==> src/rtl/fifo_burst_reader.sv <==
// Read-side burst master for the synchronous FIFO: fetches burst_len words through the
// FIFO read port and replays them as a valid/ready stream through a 2-entry skid buffer.
module fifo_burst_reader #(
    parameter int D_WIDTH = 32,
    parameter int LEN_W   = 16
) (
    input  logic               clk,
    input  logic               rst_n,
    input  logic               start,
    input  logic [LEN_W-1:0]   burst_len,
    input  logic               fifo_empty,
    output logic               fifo_r_en,
    input  logic [D_WIDTH-1:0] fifo_data_r,
    input  logic               fifo_o_valid,
    output logic               m_valid,
    output logic [D_WIDTH-1:0] m_data,
    output logic               m_last,
    input  logic               m_ready,
    output logic               busy,
    output logic               done,
    output logic               rd_err
);

    typedef enum logic [1:0] {IDLE, BURST, DONE} state_t;

    localparam logic [LEN_W-1:0] ONE = LEN_W'(1);

    state_t             state;
    logic [LEN_W-1:0]   len;
    logic [LEN_W-1:0]   req_cnt;
    logic [LEN_W-1:0]   del_cnt;
    logic [1:0]         occ;
    logic               infl;
    logic               rst_seen;
    logic [D_WIDTH-1:0] buf_p0;
    logic [D_WIDTH-1:0] buf_p1;

    logic               pop;
    logic               push;
    logic               stray;
    logic               last_word;
    logic [2:0]         committed;
    logic               room;

    assign pop       = m_valid && m_ready;
    assign push      = infl && fifo_o_valid;
    // A response in the first cycle after reset release may belong to a read issued
    // before the reset, so it is not counted as an error.
    assign stray     = fifo_o_valid && !infl && rst_seen;
    assign last_word = (del_cnt == len - ONE);

    // Buffered words plus the read in flight must leave space for one more word,
    // counting the slot freed by a pop happening this cycle.
    assign committed = {1'b0, occ} + {2'b00, infl};
    assign room      = committed < (3'd2 + {2'b00, pop});

    assign fifo_r_en = (state == BURST) && !fifo_empty && (req_cnt < len) && room;
    assign m_valid   = (occ != 2'd0);
    assign m_data    = buf_p0;
    assign m_last    = m_valid && last_word;

    always_ff @(posedge clk or negedge rst_n) begin
        if (!rst_n) begin
            state    <= IDLE;
            len      <= '0;
            req_cnt  <= '0;
            del_cnt  <= '0;
            occ      <= 2'd0;
            infl     <= 1'b0;
            rst_seen <= 1'b0;
            buf_p0   <= '0;
            buf_p1   <= '0;
            busy     <= 1'b0;
            done     <= 1'b0;
            rd_err   <= 1'b0;
        end else begin
            rst_seen <= 1'b1;
            infl     <= fifo_r_en;
            done     <= 1'b0;

            if (fifo_r_en)
                req_cnt <= req_cnt + ONE;
            if (pop)
                del_cnt <= del_cnt + ONE;
            if (stray)
                rd_err <= 1'b1;

            // Buffer stage: tail write on read return, head shift on pop
            case ({push, pop})
                2'b10: begin
                    if (occ == 2'd0)
                        buf_p0 <= fifo_data_r;
                    else
                        buf_p1 <= fifo_data_r;
                    occ <= occ + 2'd1;
                end
                2'b01: begin
                    buf_p0 <= buf_p1;
                    occ    <= occ - 2'd1;
                end
                2'b11: begin
                    if (occ == 2'd1) begin
                        buf_p0 <= fifo_data_r;
                    end else begin
                        buf_p0 <= buf_p1;
                        buf_p1 <= fifo_data_r;
                    end
                end
                default: ;
            endcase

            case (state)
                IDLE: begin
                    if (start) begin
                        if (burst_len != '0) begin
                            len     <= burst_len;
                            req_cnt <= '0;
                            del_cnt <= '0;
                            rd_err  <= stray;
                            busy    <= 1'b1;
                            state   <= BURST;
                        end else begin
                            done <= 1'b1;
                        end
                    end
                end
                BURST: begin
                    if (pop && last_word) begin
                        done  <= 1'b1;
                        state <= DONE;
                    end
                end
                DONE: begin
                    busy  <= 1'b0;
                    state <= IDLE;
                end
                default: state <= IDLE;
            endcase
        end
    end

endmodule

==> config.mk <==
export PLATFORM = sky130hd
export DESIGN_NAME = fifo_burst_reader
export DESIGN_NICKNAME = d
export VERILOG_FILES = /design/src/rtl/fifo_burst_reader.sv
export SDC_FILE = /design/constraint.sdc
export NUM_CORES = 1
export LEC_CHECK = 0
export ABC_CLOCK_PERIOD_IN_PS = 3100
export CAP_MARGIN = 0
export CORE_AREA = 4 4 130 132
export DETAILED_ROUTE_END_ITERATION = 16
export DIE_AREA = 0 0 134 136
export SYNTH_ARGS = -nofsm -noshare
export SYNTH_HDL_FRONTEND = slang
export SYNTH_SLANG_ARGS = --single-unit
==> constraint.sdc <==
create_clock -name clk -period 3.1 [get_ports clk]
set_input_delay 0.62 -clock clk [delete_from_list [all_inputs] [get_ports clk]]
set_output_delay 0.62 -clock clk [all_outputs]
set_load 0.05 [all_outputs]
==> impl_metrics.env <==
export IMPL_post_drt_wl_per_cell_um=16.4
export IMPL_synth_nets=691
export IMPL_max_freq_mhz=297
export IMPL_cp_required_ps=2480
export IMPL_insertion_delay_ps=420
export IMPL_start_kind="flip-flop"
export IMPL_seq_area_frac_synth_pct=49.2
export IMPL_postSynthAreaPerCell_sq_um=10.1
export IMPL_drt_iter0_drc=315
export IMPL_r2r_start="len[5]$_DFFE_PN0P_"
export IMPL_cap_violations=0
export IMPL_cp_end_kind="output pin"
export IMPL_fin_skew_ps=7.07
export IMPL_fin_util_pct=51.9
export IMPL_drive_gt1_share_pct=16.4
export IMPL_relSlewSlack_pct=63.8
export IMPL_worst_pin_slew_ps=542
export IMPL_start_util_pct=39.2
export IMPL_rows=46
export IMPL_dp_slack_ps=34.7
export IMPL_grt_pass1_vias=5189
export IMPL_path_clk_slew_ps=60
export IMPL_syn_inst=612
export IMPL_synthDominantCellAreaShare_pct=49.2
export IMPL_rrSetupSlack_ps=410
export IMPL_syn_area_sq_mm=0.00616
export IMPL_p_leak_nw=3.52
export IMPL_groute_usage_overall_pct=17.8
export IMPL_die_w_um=134
export IMPL_cts_sinks=121
export IMPL_synthTopCellsByCount="dfrtp_1, nand2_1, o21ai_0"
export IMPL_post_dp_hpwl_um=11100
export IMPL_synth_seq_cells=121
export IMPL_dr_pass1_iters=4
export IMPL_finalSetupViolCount=1
export IMPL_place_congestion=0.833
export IMPL_post_synth_top_count_cell="dfrtp_1"
export IMPL_power_frac_comb_pct=43.7
export IMPL_clockBufferDepth=2
export IMPL_synth_enable_flop_cells=0
export IMPL_diodes=0
export IMPL_dp_cells=910
export IMPL_wirelength_um=15600
export IMPL_grt_overflow_total=0
export IMPL_fin_nets=798
export IMPL_hold_buffers=0
export IMPL_finalSetupTns_ps=-269
export IMPL_instances_no_fill=948
export IMPL_yosysTopAreaCell="dfrtp_1"
export IMPL_r2r_end="req_cnt[11]$_DFF_PN0_"
export IMPL_io_buffers=91
export IMPL_failed_checks="setup timing"
export IMPL_synthTopCellsByArea="dfrtp_1, mux2_2, o21ai_0, ha_1, nand2_1"
export IMPL_power_density_mw_per_mm2=996
export IMPL_htree_levels=4
export IMPL_fin_crit_sh_pct=109
export IMPL_cp_max_fo=3
export IMPL_slew_viol_final=0
export IMPL_rr_worst_depth=11
export IMPL_critPathArrivalTime_ps=2750
export IMPL_syn2layout_area_growth_pct=32.4
export IMPL_vias_per_cell=5.23
export IMPL_worst_slack_ps=-269
export IMPL_fp_dieH_um=136
export IMPL_ys_warn_count=0
export IMPL_grt_first_pass_wirelength_um=25900
export IMPL_die_area_sq_mm=0.0182
export IMPL_core_sq_mm=0.0157
export IMPL_via_count=4956
export IMPL_min_period_ps=3370
export IMPL_cts_tree="done"
export IMPL_criticalPathCategory="flip-flop to output pin"
export IMPL_hold_path_class="primary input to asynchronous set/reset pin"
export IMPL_ir_worst_vdd_mv=0.543
export IMPL_netSwitchingFraction_pct=41.2
export IMPL_p_clk_share_pct=23.9
export IMPL_final_hold_viol_count=0
export IMPL_yosysUniqueCellTypes=57
export IMPL_antenna_found_initial=0
export IMPL_grt_max_degree=65
export IMPL_p_seq_share_pct=32.4
export IMPL_intPower_mw=4.78
export IMPL_cts_buffers=17
export IMPL_synth_ff_type="dfrtp_1"
export IMPL_drcViolationCount=0
export IMPL_rsz0062_at_grt="true"
export IMPL_antenna_left=0
export IMPL_io_pins=92
export IMPL_cts_root_buffer="clkbuf_16"
export IMPL_ys_async_sr_fraction_pct=100
export IMPL_p_switching_mw=3.34
export IMPL_run_status="complete, but fails checks"
[critical path, cell delays in order (launching register included)]
cell,delay [ps]
dfrtp_1,390
or4_4,540
or4_4,460
nor3_4,130
xnor2_1,140
and4_4,260
inv_2,50
nor4_4,200
buf_12,180
[stage by stage]
step | total power [mW] | area (sq um) | hold WS [ps]
floorplan | 4.89 | 6170 | 324
global placement | 6.01 | 7480 | 463
detailed placement | 6.10 | 7480 | 469
CTS | 8.14 | 8100 | 201
global route | 8.66 | 8150 | 228
finish | 8.12 | 8150 | 192
[layout make-up]
type,count,area [sq um]
fill,1426,7560
clock inverter,15,155
multi-input combinational,436,3000
sequential,121,3030
timing repair buffer,116,1170
inverter,27,101
tap,216,270
clock buffer,17,425
[registers in the layout, indices dropped and copies added (netlist names), 2 cells and up]
signal   cells
m_data      32
state        2
req_cnt     16
buf_p1      32
del_cnt     16
occ          2
len         16
[how the worst max path moves through the flow]
stage | startpoint | endpoint | cells past startpoint
3_3_place_gp | len[8]$_DFFE_PN0P_ | m_last | 8
2_1_floorplan | len[6]$_DFFE_PN0P_ | m_last | 7
4_1_cts | len[8]$_DFFE_PN0P_ | m_last | 8
6_report | len[8]$_DFFE_PN0P_ | m_last | 8
3_5_place_dp | len[0]$_DFFE_PN0P_ | m_last | 10
5_1_grt | len[8]$_DFFE_PN0P_ | m_last | 8
[power by group through the flow]
stage / combinational (mW) / clock, mW / sequential, mW
3_5_place_dp: 3.45 / 0 / 2.65
4_1_cts: 3.53 / 1.98 / 2.63
3_3_place_gp: 3.38 / 0 / 2.62
2_1_floorplan: 1.74 / 0 / 3.16
5_1_grt: 3.89 / 2.06 / 2.71
6_report: 3.55 / 1.94 / 2.63
[layer usage]
| layer | GRT usage, % | wire, um | vias up |
|---|---|---|---|
| met5 | 0 | 0 | - |
| met3 | 5.88 | 776 | 16 |
| met4 | 4.86 | 213 | 0 |
| met1 | 23.1 | 7120 | 2444 |
| met2 | 28.7 | 7450 | 92 |
| li1 | - | - | 2404 |
[cell families after synthesis]
| kind of cell | after synthesis | share of synthesized area [%] |
|---|---|---|
| flip-flops | 121 | 49.2 |
| AO/OA/AOI/OAI | 149 | 15.1 |
| XOR/XNOR | 38 | 5.40 |
| AND/OR/NAND/NOR | 188 | 15.5 |
| multiplexers | 35 | 6.34 |
| buffers and inverters | 55 | 3.37 |
| other | 1 | 0.0609 |
| adder cells (fa/ha/maj) | 25 | 5.08 |
[cells in the final DEF (no fill, tap or decap), types with 5 or more instances in the layout]
cell               n
nor3_1             7
or3_1              6
clkbuf_16         17
nor2_1            32
xnor2_1           17
mux2_2            32
nand3_1           13
buf_12             6
or4_1              5
and3_1             6
nand2_1           73
clkdlybuf4s50_1   88
o21ai_0           64
nand4_1           10
a21o_1             9
ha_1              24
inv_1             23
xor2_1            21
inv_6              7
a21oi_1           16
buf_4             22
a22oi_1           32
dfrtp_1          119
[timing repair]
item,CTS,global route
setup endpoints to repair,2,2
pin swaps,1,2
setup buffers,3,3
resized for setup,7,6
Note: power is estimated with default switching activity, not from simulation.
==> variant (config.mk and constraints unchanged) <==
Make the reset (`rst_n`) synchronous in one clocked block.
--- a/src/rtl/fifo_burst_reader.sv
+++ b/src/rtl/fifo_burst_reader.sv
@@ -59,7 +59,7 @@
     assign m_data    = buf_p0;
     assign m_last    = m_valid && last_word;
 
-    always_ff @(posedge clk or negedge rst_n) begin
+    always_ff @(posedge clk) begin
         if (!rst_n) begin
             state    <= IDLE;
             len      <= '0;
Check against the original RTL: differs if rst_n is asserted again (counterexample within 4 cycles, from zero or initial values and one cycle with rst_n low); with rst_n held inactive, the same outputs for 4 cycles.
==> variant against the unedited design <==
The run still ends with negative setup slack left. Sequential cell count unchanged. Hold slack improved by 260 ps. Setup slack improved by 59 ps. First-iteration DRC count fell by 13%. Cell area fell by 6.1%. Synthesized area down 6.5%. Critical path depth grew 1. Die area stayed put. Routed wire length down 0.60%. Critical endpoint unchanged.
Power is not compared: it rests on default switching activity, and its combinational part moved more than twofold at a synthesized area within 25%.
==> variant: results (changes against the unedited design) <==
* Number of diodes at 0 (unchanged)
* Peak VDD IR at 0.429 mV
* Vias in the first global route at 5224 (was 5189)
* Clock Tree Root: clkbuf_16 (unchanged)
* Placed insts at 992 (was 910)
* Drc violations at 0 (unchanged)
* Status: finished with violations (unchanged)
* Via density at 5.26 (was 5.23)
* Worst Skew at 6.85 ps (was 7.07 ps)
* Seq/Total Area, Yosys at 42.1% (was 49.2%)
* Gr usage total at 17.1% (was 17.8%)
* Post-DP HPWL at 10.7 mm (was 11.1 mm)
* Ys async rst share at 0% (was 100%)
* Initial antenna violation count at 0 (unchanged)
* Worst hold path class: flip-flop to flip-flop (was input pin to asynchronous set/reset pin)
* IO buf count at 91 (unchanged)
* Commonest cells post-synth: dfxtp_1 (121), nor2_1 (101), nand2_1 (93) (was dfrtp_1 (121), nand2_1 (73), o21ai_0 (64))
* Clock transition at path regs at 60 ps (about the same)
* DR iter-0 viols at 275 (was 315)
* Worst hold stages at 2
* Prevailing post-synth register cell: dfxtp_1 (was dfrtp_1)
* Dpl ws at 76.0 ps (was 34.7 ps)
* Critical Path AT at 2690 ps (was 2750 ps)
* Setup Viol. Count Final at 1 (unchanged)
* Nets at 880 (was 798)
* Largest cells by area after synthesis: dfxtp_1 (42%), nor2_1 (6.6%), nand2_1 (6.1%), a21oi_1 (5.9%), ha_1 (5.4%) (was dfrtp_1 (49%), mux2_2 (5.9%), o21ai_0 (5.2%), ha_1 (5.1%), nand2_1 (4.4%))
* Cells after Synth at 708 (was 612)
* GPL Wtd Cong at 0.864 (was 0.833)
* R2r worst-path depth at 11 (unchanged)
* Syn Nets at 787 (was 691)
* Synth unique cells at 50 (was 57)
* Int Pwr at 3.54 mW
* CP max FO at 6 (was 3)
* Final Worst Setup Slack at -209 ps (was -269 ps)
* Largest net degree at the start of global routing at 69 (was 65)
* Layout cells sized above 1 at 9.83% (was 16.4%)
* First-pass GRT wire length at 25.2 mm (was 25.9 mm)
* TritonRoute pass-1 iters at 7 (was 4)
* Leak Pwr at 2.80 nW
* Failing checks: negative setup slack (unchanged)
* Vias at 5420 (was 4956)
* Final wirelength at 15.5 mm (was 15.6 mm)
* Hold path startpoint: buf_p1[30]
* Clk buf depth at 2 (unchanged)
* Reg2reg start: len[9] (was len[5])
* Worst skew pair latency at 420 ps (about the same)
* Worst slew margin at 62.7% (was 63.8%)
* YS warnings at 0 (unchanged)
* H-tree levels at 4 (unchanged)
* Critical path launch point: len[0] (was len[8])
* Fillers at 1486 (was 1426)
* TritonCTS Buffers at 17 (unchanged)
## variant: routing by layer
metal | wire [µm] | global-route usage, %
met1 | 6700 | 21.0
met2 | 7420 | 27.8
met3 | 955 | 5.37
met4 | 393 | 7.60
met5 | 0 | 0
## variant: cell families after synthesis
family	synth area share [%]
AND/OR/NAND/NOR	23.8
AO/OA/AOI/OAI	17.0
flip-flops	42.1
buffers and inverters	4.80
XOR/XNOR	6.23
adder cells (fa/ha/maj)	5.43
multiplexers	0.695
## variant: repair_timing
item / 4_1_cts / 5_1_grt
pin swaps: 4 / 3
endpoints found under the hold margin: 0 / 0
endpoints found under the setup margin: 2 / 2
setup buffers: 3 / 3
gates resized for setup: 11 / 4
## variant: worst paths after layout
kind                 endpoint  slack (ps)
setup / recovery       m_last        -210
setup reg to reg  req_cnt[11]         360
hold reg to reg    buf_p1[30]         450
hold / removal     buf_p1[30]         450
## variant: critical path, cell delays in order (launching register included)
cell	delay (ps)
dfxtp_2	330
inv_2	70
ha_4	160
or4b_4	490
nor4_4	230
xnor2_1	100
nor3_2	140
o2111ai_2	150
a2111oi_4	410
buf_12	190
## variant: layout make-up
class,count,area (µm²),share of cell area (%)
Timing Repair Buffer,113,1110,14.5
Sequential cell,121,2430,31.7
Multi-Input combinational cell,516,3130,40.8
Clock inverter,14,163,2.13
Tap cell,216,270,3.53
Inverter,32,120,1.57
Clock buffer,18,439,5.74
## variant: power groups by stage
| stage | combinational (mW) | sequential (mW) | clock, mW |
|---|---|---|---|
| global route | 1.78 | 1.86 | 2.12 |
| detailed placement | 1.64 | 1.87 | 0 |
| CTS | 1.66 | 1.84 | 2.04 |
| finish | 1.66 | 1.84 | 2.00 |
| global placement | 1.61 | 1.87 | 0 |
| floorplan | 0.650 | 2.28 | 0 |
## variant: metrics by stage
step	setup TNS (ps)	hold WS, ps	cell area (µm²)	utilization (%)
after floorplan	0	436	5760	-
after global placement	0	441	6950	44.2
after detailed placement	0	447	6950	44.2
after CTS	-217	455	7620	48.5
after global routing	-309	471	7650	48.7
final	-209	453	7650	48.7
